<file path="src/rtl/video_types.sv">
// Shared LCD timing types and default (DMG-style) timing constants.
package video_types;

    typedef enum logic [1:0] {
        HBLANK = 2'd0,
        VBLANK = 2'd1,
        OAM    = 2'd2,
        XFER   = 2'd3
    } lcd_mode_t;

    localparam int DEF_DOTS_PER_LINE   = 456;
    localparam int DEF_LINES_PER_FRAME = 154;
    localparam int DEF_VISIBLE_LINES   = 144;
    localparam int DEF_OAM_DOTS        = 80;
    localparam int DEF_XFER_MIN_DOTS   = 172;

endpackage

</file>
<file path="src/rtl/lcd_dot_counter.sv">
// Dot / scanline counter. clr holds both counters at zero (LCD off or the
// restart cycle); otherwise one dot per clock, wrapping into the next line.
module lcd_dot_counter
    import video_types::*;
#(
    parameter int DOTS_PER_LINE   = DEF_DOTS_PER_LINE,
    parameter int LINES_PER_FRAME = DEF_LINES_PER_FRAME,
    parameter int DW              = $clog2(DOTS_PER_LINE)
) (
    input  logic          clk,
    input  logic          rst,
    input  logic          clr,
    output logic [DW-1:0] dot,
    output logic [7:0]    ly,
    output logic          end_of_line,
    output logic          end_of_frame
);

    localparam logic [DW-1:0] DOT_LAST = DW'(DOTS_PER_LINE - 1);
    localparam logic [7:0]    LY_LAST  = 8'(LINES_PER_FRAME - 1);

    assign end_of_line  = !clr && (dot == DOT_LAST);
    assign end_of_frame = end_of_line && (ly == LY_LAST);

    // advance dot each clock, bump ly on line wrap
    always_ff @(posedge clk or posedge rst) begin
        if (rst) begin
            dot <= '0;
            ly  <= '0;
        end else if (clr) begin
            dot <= '0;
            ly  <= '0;
        end else if (end_of_line) begin
            dot <= '0;
            ly  <= end_of_frame ? 8'd0 : ly + 8'd1;
        end else begin
            dot <= dot + DW'(1);
        end
    end

endmodule

</file>
<file path="src/rtl/lcd_timing.sv">
// LCD scanline timing generator: mode sequencing, renderer handshake,
// VBlank interrupt and sticky overrun detection.
// Optional LY==LYC compare (coincidence / stat_irq) under macro
// LCD_TIMING_LYC_COMPARE_EN; without it those outputs are tied low.
module lcd_timing
    import video_types::*;
#(
    parameter int DOTS_PER_LINE   = DEF_DOTS_PER_LINE,
    parameter int LINES_PER_FRAME = DEF_LINES_PER_FRAME,
    parameter int VISIBLE_LINES   = DEF_VISIBLE_LINES,
    parameter int OAM_DOTS        = DEF_OAM_DOTS,
    parameter int XFER_MIN_DOTS   = DEF_XFER_MIN_DOTS
) (
    input  logic       clk,
    input  logic       rst,
    input  logic       lcd_en,
    input  logic       renderComplete,
    input  logic [7:0] lyc,
    output logic       drawline,
    output logic [7:0] ly,
    output logic [1:0] mode,
    output logic       vblank_irq,
    output logic       overrun,
    output logic       coincidence,
    output logic       stat_irq
);

    localparam int DW = $clog2(DOTS_PER_LINE);
    localparam logic [DW-1:0] OAM_LAST = DW'(OAM_DOTS - 1);
    localparam logic [DW-1:0] XMIN_M1  = DW'(XFER_MIN_DOTS - 1);
    localparam logic [7:0]    VIS      = 8'(VISIBLE_LINES);
    localparam logic [7:0]    VIS_LAST = 8'(VISIBLE_LINES - 1);

    lcd_mode_t     state, state_nxt;
    logic          en_q;
    logic          dl_q, dl_nxt;
    logic          vb_q, vb_nxt;
    logic          latch, latch_nxt;
    logic          ovr_nxt;
    logic [DW-1:0] xcnt, xcnt_nxt;
    logic [DW-1:0] dot;
    logic          end_of_line, end_of_frame;
    logic          start, running, done;

    // first enabled cycle after LCD off restarts at line 0 OAM
    assign start   = lcd_en && !en_q;
    assign running = lcd_en && en_q;
    // renderComplete seen this cycle counts as latched
    assign done    = latch || renderComplete;

    lcd_dot_counter #(
        .DOTS_PER_LINE  (DOTS_PER_LINE),
        .LINES_PER_FRAME(LINES_PER_FRAME),
        .DW             (DW)
    ) u_cnt (
        .clk         (clk),
        .rst         (rst),
        .clr         (!running),
        .dot         (dot),
        .ly          (ly),
        .end_of_line (end_of_line),
        .end_of_frame(end_of_frame)
    );

    assign mode       = state;
    // pulses drop the instant the LCD is switched off
    assign drawline   = dl_q && lcd_en;
    assign vblank_irq = vb_q && lcd_en;

    // state and handshake registers
    always_ff @(posedge clk or posedge rst) begin
        if (rst) begin
            state   <= HBLANK;
            en_q    <= 1'b0;
            dl_q    <= 1'b0;
            vb_q    <= 1'b0;
            latch   <= 1'b0;
            xcnt    <= '0;
            overrun <= 1'b0;
        end else begin
            state   <= state_nxt;
            en_q    <= lcd_en;
            dl_q    <= dl_nxt;
            vb_q    <= vb_nxt;
            latch   <= latch_nxt;
            xcnt    <= xcnt_nxt;
            overrun <= ovr_nxt;
        end
    end

    // mode sequencing; line end has priority so a late renderer is cut off
    always_comb begin
        state_nxt = state;
        dl_nxt    = 1'b0;
        vb_nxt    = 1'b0;
        latch_nxt = latch;
        xcnt_nxt  = xcnt;
        ovr_nxt   = overrun;
        if (!lcd_en) begin
            state_nxt = HBLANK;
            latch_nxt = 1'b0;
        end else if (start) begin
            state_nxt = OAM;
            latch_nxt = 1'b0;
            ovr_nxt   = 1'b0;
        end else if (end_of_line) begin
            if (state == XFER) begin
                ovr_nxt   = 1'b1;
                latch_nxt = 1'b0;
            end
            if (end_of_frame || ((ly + 8'd1) < VIS))
                state_nxt = OAM;
            else
                state_nxt = VBLANK;
            vb_nxt = (ly == VIS_LAST);
        end else begin
            case (state)
                OAM: begin
                    if (dot == OAM_LAST) begin
                        state_nxt = XFER;
                        dl_nxt    = 1'b1;
                        latch_nxt = 1'b0;
                        xcnt_nxt  = '0;
                    end
                end
                XFER: begin
                    latch_nxt = done;
                    if (done && (xcnt >= XMIN_M1))
                        state_nxt = HBLANK;
                    else
                        xcnt_nxt = xcnt + DW'(1);
                end
                default: ;
            endcase
        end
    end

`ifdef LCD_TIMING_LYC_COMPARE_EN
    logic [7:0] ly_nxt;
    logic       coin_nxt;

    // compare against the value ly takes next, so coincidence tracks ly exactly
    always_comb begin
        ly_nxt = 8'd0;
        if (running)
            ly_nxt = end_of_line ? (end_of_frame ? 8'd0 : ly + 8'd1) : ly;
        coin_nxt = (ly_nxt == lyc);
    end

    // registered coincidence and its rising-edge pulse
    always_ff @(posedge clk or posedge rst) begin
        if (rst) begin
            coincidence <= 1'b0;
            stat_irq    <= 1'b0;
        end else begin
            coincidence <= coin_nxt;
            stat_irq    <= coin_nxt && !coincidence;
        end
    end
`else
    logic unused_lyc;
    assign unused_lyc  = ^lyc;
    assign coincidence = 1'b0;
    assign stat_irq    = 1'b0;
`endif

endmodule

</file>
<file path="config.mk">
export PLATFORM = sky130hd
export DESIGN_NAME = lcd_timing
export DESIGN_NICKNAME = d
export VERILOG_FILES = /design/src/rtl/video_types.sv /design/src/rtl/lcd_dot_counter.sv /design/src/rtl/lcd_timing.sv
export SDC_FILE = /design/constraint.sdc
export NUM_CORES = 1
export LEC_CHECK = 0
export BUFFER_PORTS_ARGS = -buffer_cell sky130_fd_sc_hd__buf_2
export CAP_MARGIN = 25
export CORE_MARGIN = 3
export CORE_UTILIZATION = 61
export DETAILED_ROUTE_END_ITERATION = 10
export PLACE_DENSITY = 0.91
export SLEW_MARGIN = 20
export SYNTH_ARGS = -nofsm -noshare
export SYNTH_HDL_FRONTEND = slang
export SYNTH_SLANG_ARGS = --single-unit
</file>
<file path="constraint.sdc">
create_clock -name clk -period 3.74 [get_ports clk]
set_input_delay 0.561 -clock clk [delete_from_list [all_inputs] [get_ports clk]]
set_output_delay 0.561 -clock clk [all_outputs]
set_load 0.01 [all_outputs]
</file>
==> results of run 1 <==
==> cell usage after synthesis, types with 4 or more instances <==
cell type / n
o21ai_0: 14
mux2i_1: 4
nor3_1: 4
nor2_1: 14
nand2b_1: 4
a21oi_1: 9
and3_1: 5
xnor2_1: 5
nand2_1: 22
ha_1: 4
and2_1: 4
dfrtp_1: 33
o31ai_1: 4
inv_1: 6
nand3_1: 16
nor4_1: 4
clkbuf_1: 7
==> registers in the layout, summed over array words and instances (netlist names) <==
signal     count
xcnt           9
overrun        1
u_cnt.dot      9
dl_q           1
u_cnt.ly       8
mode           2
latch          1
vb_q           1
en_q           1
==> where the power goes <==
part / internal (mW) / switching, mW / leakage, nW
Sequential: 0.360 / 0.00515 / 0.455
Combinational: 0.00753 / 0.0196 / 0.442
Clock: 0.109 / 0.118 / 0.0413
Total: 0.476 / 0.143 / 0.938
==> through the flow <==
stage	cells	total power [mW]	area [µm²]	util, %
floorplan	210	0.392	1900	-
global placement	247	0.398	1970	69.1
detailed placement	247	0.399	1970	69.1
CTS	255	0.623	2040	71.6
global route	255	0.649	2040	71.6
finish	255	0.619	2040	71.6
==> critical path: cells and delay by family, from the launching register on <==
family                     cells  cell delay, ps
adders and majority gates      1             280
AOI/OAI and AO/OA              4            1120
and+or+nand+nor                1             520
DFF                            1             430
==> routing by layer <==
metal / track usage (%) / up-vias / part of all wire, %
li1: - / 783 / -
met1: 28.4 / 765 / 47
met2: 36.0 / 38 / 47
met3: 6.20 / 5 / 5.2
met4: 4.55 / 0 / 0.67
met5: 0 / - / 0
==> kinds of logic after synthesis <==
kind of cell / count (synthesis) / synth area share, %
buffers and inverters: 18 / 4.41
xor gates and xnor gates: 8 / 3.69
AOI/OAI and AO/OA: 46 / 16.3
and+or+nand+nor: 95 / 27.2
adders and majority gates: 4 / 2.64
muxes: 4 / 2.11
other: 1 / 0.197
DFF: 33 / 43.5
==> worst max path at each step <==
stage / start / endpoint / slack (ps) / depth (start not counted)
3_5_place_dp: xcnt[0] / xcnt[3] / 1340 / 6
4_1_cts: xcnt[0] / xcnt[3] / 1310 / 6
5_1_grt: u_cnt.dot[0] / u_cnt.ly[7] / 1140 / 6
6_report: xcnt[0] / xcnt[3] / 1300 / 6
3_3_place_gp: xcnt[0] / xcnt[3] / 1350 / 6
2_1_floorplan: xcnt[0] / xcnt[3] / 1450 / 7
==> area by class of cell <==
class	instances	area (µm²)	share of cell area, %
flip-flops and latches	33	826	40.4
well taps	31	38.8	1.90
clock inverters	1	5.00	0.245
multi-input cells	159	993	48.7
clock buffers	7	65.1	3.19
repair buffers	17	87.6	4.29
inverters	7	26.3	1.29
==> run metrics, run 1 <==
Hold Slack=397 ps; RSZ-0062 raised after global routing=false; # rows=19; DR pass1 iterations=4; grt total ovfl=0; Inserted Clock Buffers=5; Leakage=0.938 nW; min-delay worst type=in2async; Worst Clk Skew=9.99 ps; peak supply drop=272 µV; antenna viol nets, final=0; Post-synth ARST share=100%; pwr/cell area=303 nW/µm²; Resized Gates After CTS=0; Filler Cell Count=~230; nets=approximately 240; Die Wd=61.8 µm; Worst Path Max Fanout=11; f_max=0.410 GHz; worst path cell trace=ha_1 -> a211o_1 -> a2111o_1 -> a21bo_1 -> or4_1 -> a21oi_1; Antenna Diode Count=0; first-pass GRT wire length=6180 µm; I/O Buffers=16; synth top area cells=dfrtp_1 43%, nand2_1 4.3%, nand3_1 4.2%, o21ai_0 3.7%, nor2_1 2.8%; worst skew pair latency=~340 ps; Worst Tran Pin Value=approximately 900 ps; die area=3820 µm²; vias in the first global route=1425; # setup viols final=0; clock slew at reported path FFs=around 100 ps; Syn. warnings=0; residual DRC count=0; most frequent cells in the layout=33 x dfrtp_1, 22 x nand2_1, 16 x nand3_1, 16 x buf_2; sequential share of the synthesized area=43.5%; commonest non-fill, non-tap cell in the layout=dfrtp_1; final wirelength=3720 µm; area leader, netlist=dfrtp_1; setup TNS=0 ps; Synth top area share=43.5%; hold_buf cts=0; r2r setup slk=roughly 1300 ps; syn avg cell area=9.09 µm²; Die H=61.8 µm; Distinct cells, synth=51; Reg2Reg Launch Point=xcnt[0]; Via-to-Cell Ratio=6.24; number of flops mapped to enable cells by yosys=0; I/O pin total=27; Post-Synthesis Cells=between 200 and 250; critical path startpoint category=flip-flop; layout cells sized above 1=12.9%; Synth Cell Area=1900 µm²; R2R Path End=xcnt[3]; Fin. Hold Viols=0; initial antenna violation count=0; Clock Sinks=33; largest net degree at the start of global routing=26; Slew Viols, Final=0; routed vias=1591; drt wl/cell=around 15 µm; Final min period=2440 ps; area grow syn2layout=7.51%; R2R cell count=6; Root Buffer=clkbuf_4; Arr. time, crit path=between 2000 and 3000 ps; initial cell density of the core=66.6%; core area=2850 µm²; Crit Path Category=reg2reg; CP peak stage delay=520 ps; Max-Cap Viols=0; drt initial violations=106; status=completed; pre-CTS WS=about 1300 ps; GP Congestion=0.790; dominant synthesized flop cell=dfrtp_1; Slew headroom=39.8%; CP required=4010 ps; Worst setup EP type=flip-flop; dpl hpwl=2730 µm; Max clock buf depth=2; final worst setup slack=1300 ps; All-Layer GR Usage=a little over a fifth; period utilization=roughly 65%; H-tree depth=2; slowest stage cell, crit path=or4_1; # Post-CTS Setup Buffers=0; number of synthesized register bits=33; CTS tree=done
Power figures use the tool's default switching activity.
==> run 2: changes to the inputs <==
--- a/config.mk
+++ b/config.mk
@@ -8,9 +8,9 @@
 export BUFFER_PORTS_ARGS = -buffer_cell sky130_fd_sc_hd__buf_2
 export CAP_MARGIN = 25
 export CORE_MARGIN = 3
-export CORE_UTILIZATION = 61
+export CORE_UTILIZATION = 51
 export DETAILED_ROUTE_END_ITERATION = 10
-export PLACE_DENSITY = 0.91
+export PLACE_DENSITY = 0.82
 export SLEW_MARGIN = 20
 export SYNTH_ARGS = -nofsm -noshare
 export SYNTH_HDL_FRONTEND = slang
==> constraint.sdc (replaced) <==
create_clock -name clk -period 2.2 [get_ports clk]
set_input_delay 0.33 -clock clk [delete_from_list [all_inputs] [get_ports clk]]
set_output_delay 0.33 -clock clk [all_outputs]
set_load 0.01 [all_outputs]
==> run 2 against run 1 <==
Effect of this change: clock power is 93% higher; core utilization fell by 7.3 points; fmax is 12% higher; first-iteration DRC count up 23%; sequential cell count is the same; combinational power increased by 84%; sequential share of layout area is 3.4 points lower; non-clock buffer count up 19; register-to-register slack got worse by 1300 ps; hold slack worse by 290 ps; total power rose by 79%; wire length is 6.5% higher; critical endpoint is now xcnt[4].
==> run metrics, run 2 (synthesis results as in run 1) <==
Clock Sinks=33; # rows=21; dpl hpwl=2900 µm; routed vias=~1600; worst path cell trace=ha_2 -> a211o_1 -> a2111o_1 -> a21bo_4 -> or4_1 -> a21oi_1; setup TNS=0 ps; clock slew at reported path FFs=70 ps; initial cell density of the core=54.8%; drt initial violations=130; CP required=2420 ps; worst skew pair latency=290 ps; H-tree depth=2; nets=258; Die H=approximately 67 µm; Sw Share=23.5%; vias in the first global route=1535; layout cells sized above 1=20.6%; Fin. Hold Viols=0; Max clock buf depth=2; Crit Path Category=reg2reg; min-delay worst type=in2async; Filler Cell Count=300; post-route cell area=2230 µm²; worst path bufs/invs=0; RSZ-0062 raised after global routing=true; Die Wd=67.0 µm; Final min period=2170 ps; status=completed; Worst setup EP type=flip-flop; Worst Clk Skew=5.31 ps; I/O pin total=27; Max-Cap Viols=0; initial antenna violation count=0; residual DRC count=0; grt total ovfl=0; critical path startpoint category=flip-flop; Cell Area, Placed=2130 µm²; Pint=848 µW; antenna viol nets, final=0; GP Congestion=0.813; pwr/cell area=around 500 nW/µm²; total power=1.11 mW; Arr. time, crit path=2390 ps; drt wl/cell=about 14 µm; Antenna Diode Count=0; slowest stage cell, crit path=or4_1; Worst Path Max Fanout=7; Inserted Clock Buffers=5; Root Buffer=clkbuf_8; CP peak stage delay=490 ps; fin util=64.3%; period utilization=just under 100%; Multi-input gate area=1010 µm²; first-pass GRT wire length=roughly 6800 µm; Clk pwr share=roughly 40%; Slew Viols, Final=0; most frequent cells in the layout=33 x dfrtp_1, 22 x nand2_1, 20 x buf_4; commonest non-fill, non-tap cell in the layout=dfrtp_1; peak supply drop=463 µV; FF+latch area=826 µm²; P_sw=261 µW; All-Layer GR Usage=20.3%; DR pass1 iterations=4; CP delay by family, top=compound AO/OA/AOI/OAI gates; Comb power frac=4.5%; core area=3470 µm²; Leakage=1.04 nW; area grow syn2layout=17.5%; largest net degree at the start of global routing=34; CTS tree=done; Via-to-Cell Ratio=5.71; # setup viols final=0; final wirelength=between 3000 and 4000 µm; I/O Buffers=16; die area=4490 µm²; Regs by FF count=u_cnt.dot: 9 flops, xcnt: 9 flops, u_cnt.ly: 8 flops; sequential cell fraction of total power=56.0%; f_max=0.461 GHz
==> run 2: metal layers <==
layer	vias to the layer above	global-route usage (%)	wire length, µm
li1	823	-	-
met1	785	24.7	1750
met2	34	33.9	1950
met5	-	0	0
met3	7	4.55	169
met4	0	9.11	85
==> run 2: timing repair <==
action	4_1_cts	5_1_grt
gates cloned	0	0
hold buffers	0	0
gates resized for setup	1	2
buffers inserted	1	0
hold endpoints to repair	0	0
endpoints found under the setup margin	1	5
==> run 2: worst reg2reg max path: stages (launching register included) <==
cell	delay (ps)
dfrtp_1	390
ha_2	190
a211o_1	230
a2111o_1	400
a21bo_4	250
or4_1	490
a21oi_1	140
==> run 2: worst paths after layout <==
kind | startpoint | endpoint | slack (ps) | cells after the start
hold / removal | rst | xcnt[6] | 110 | 3
setup / recovery | xcnt[1] | xcnt[4] | 30 | 6
max in group asynchronous | rst | xcnt[0] | 1790 | 3
min in group clk | lcd_en | en_q | 260 | 1
setup reg to reg | xcnt[1] | xcnt[4] | 30 | 6
hold reg to reg | u_cnt.dot[0] | u_cnt.dot[0] | 490 | 1
==> run 2: area by class of cell <==
cell class                 instances  area share, %
clock inverter                     2          0.449
timing repair buffer              36           10.3
tap                               46           2.58
sequential                        33           37.0
multi-input combinational        159           45.2
clock buffer                       6           3.25
inverter                           7           1.18
==> run 2: through the flow <==
step / worst slack [ps] / hold slack (ps) / cells
detailed placement: -0.291 / 440 / 280
floorplan: 74.8 / 361 / 210
finish: 31.5 / 108 / 289
global route: -46.2 / 166 / 289
global placement: 25.2 / 444 / 280
CTS: 18.6 / 128 / 289
==> run 2: power groups by stage <==
stage | Clock [mW] | Sequential (mW) | Combinational [mW]
floorplan | 0 | 0.628 | 0.0395
global placement | 0 | 0.631 | 0.0499
detailed placement | 0 | 0.632 | 0.0501
CTS | 0.451 | 0.620 | 0.0505
global route | 0.475 | 0.621 | 0.0581
finish | 0.438 | 0.621 | 0.0499
==> run 3: changes to the inputs <==
--- a/config.mk
+++ b/config.mk
@@ -10,7 +10,8 @@
 export CORE_MARGIN = 3
 export CORE_UTILIZATION = 51
 export DETAILED_ROUTE_END_ITERATION = 10
-export PLACE_DENSITY = 0.82
+export PLACE_DENSITY = 0.75
+export REMOVE_ABC_BUFFERS = 1
 export SLEW_MARGIN = 20
 export SYNTH_ARGS = -nofsm -noshare
 export SYNTH_HDL_FRONTEND = slang
==> run 3 against run 2 <==
Effect of this change: clock skew is 1.4 ps lower; global-route usage is 0.13 points lower; via count is 0.42% lower; combinational power is 19% higher; largest cell class unchanged.
==> run metrics, run 3 (synthesis results as in run 1) <==
setup TNS=0 ps; Max clock buf depth=2; GP Congestion=0.844; I/O Buffers=16; Multi-input gate area=1050 µm²; R2R cell count=6; RSZ-0062 raised after global routing=true; antenna viol nets, final=0; die area=4490 µm²; initial antenna violation count=0; Worst Clk Skew=3.88 ps; worst skew pair latency=280 ps; Leakage=1.04 nW; grt total ovfl=0; status=completed; Max-Cap Viols=0; critical path startpoint category=flip-flop; routed vias=approximately 1600; CTS tree=done; I/O pin total=27; Via-to-Cell Ratio=5.70; DR pass1 iterations=6; period utilization=99.6%; # setup viols final=0; Inserted Clock Buffers=5; most frequent cells in the layout=33 x dfrtp_1, 21 x nand2_1, 19 x buf_4; Fin. Hold Viols=0; Die Wd=67.0 µm; All-Layer GR Usage=20.2%; # rows=21; Root Buffer=clkbuf_8; Final min period=2190 ps; peak supply drop=295 µV; Slew Viols, Final=0; dpl hpwl=2850 µm; drt initial violations=116; first-pass GRT wire length=6870 µm; Hold Slack=128 ps; Worst setup EP type=flip-flop; Cell Area, Placed=2130 µm²; nets=258; initial cell density of the core=54.8%; drt wl/cell=14.0 µm; vias in the first global route=1559; FF+latch area=roughly 830 µm²; post-route cell area=between 2000 and 2500 µm²; Clock Sinks=33; Regs by FF count=u_cnt.dot: 9 flops, xcnt: 9 flops, u_cnt.ly: 8 flops; Die H=67.0 µm; final wirelength=4030 µm; CP required=2410 ps; Crit Path Category=reg2reg; final worst setup slack=9.55 ps; pwr/cell area=494 nW/µm²; clock slew at reported path FFs=60 ps; hold_buf cts=0; layout cells sized above 1=24.0%; min-delay worst type=in2async; pre-CTS WS=-37.3 ps; area grow syn2layout=20.2%; largest net degree at the start of global routing=34; core area=~3500 µm²; Arr. time, crit path=2400 ps; Filler Cell Count=between 300 and 400; commonest non-fill, non-tap cell in the layout=dfrtp_1; Antenna Diode Count=0; residual DRC count=0; f_max=0.457 GHz; H-tree depth=2; Worst Path Max Fanout=7
run 3: cell types whose count changed in the layout (fill, tap and decap cells not counted), moves of 2 or more:
cell | previous run | this run
or4_1 | 3 | 0
or4_4 | 0 | 3
a21oi_1 | 9 | 7
a21oi_2 | 0 | 2
clkinv_2 | 2 | 0
nor4_1 | 4 | 2
nor4_2 | 0 | 2
run 3: path summary, 6_finish.rpt:
check / start / end / slack [ps]
worst max-delay path: xcnt[0] / xcnt[3] / 10
worst max register to register: xcnt[0] / xcnt[3] / 10
worst min-delay path: rst / u_cnt.dot[1] / 130
max in group asynchronous: rst / xcnt[0] / 1780
worst min register to register: u_cnt.dot[0] / u_cnt.dot[0] / 480
min in group clk: lcd_en / en_q / 290
run 3: cell type report:
type                            instances  share of cell area, %
Multi-Input combinational cell        159                   46.1
Inverter                                7                   1.15
Clock buffer                            7                   3.78
Timing Repair Buffer                   36                   10.2
Tap cell                               46                   2.52
Sequential cell                        33                   36.2
run 3: where the power goes:
| part | switching (mW) | internal, mW | total, mW |
|---|---|---|---|
| Combinational | 0.0391 | 0.0205 | 0.0596 |
| Sequential | 0.00585 | 0.612 | 0.618 |
| Clock | 0.201 | 0.248 | 0.449 |
run 3: timing repair:
action,in CTS,in global routing
setup buffers,0,1
setup endpoints to repair,3,9
gates resized for setup,3,12
pin swaps,2,2
run 3: metal layers:
layer,share of wire [%],wire length (µm),GRT usage [%]
met1,47,1890,25.9
met2,48,1950,32.9
met3,3.6,147,4.38
met4,0.94,38,7.85
met5,0,0,0
run 3: metrics by stage:
step	utilization [%]	power [mW]	std cells
final	65.8	1.13	288
after global routing	65.8	1.17	288
after floorplan	-	0.659	199
after detailed placement	61.3	0.687	280
after global placement	61.3	0.687	280
after CTS	64.0	1.14	287
run 3: worst max-delay path, cell delays in order (launching register included):
cell      delay (ps)
dfrtp_1          400
buf_6            130
a211o_1          290
a2111o_1         390
a21bo_4          260
or4_4            520
a21oi_2          140
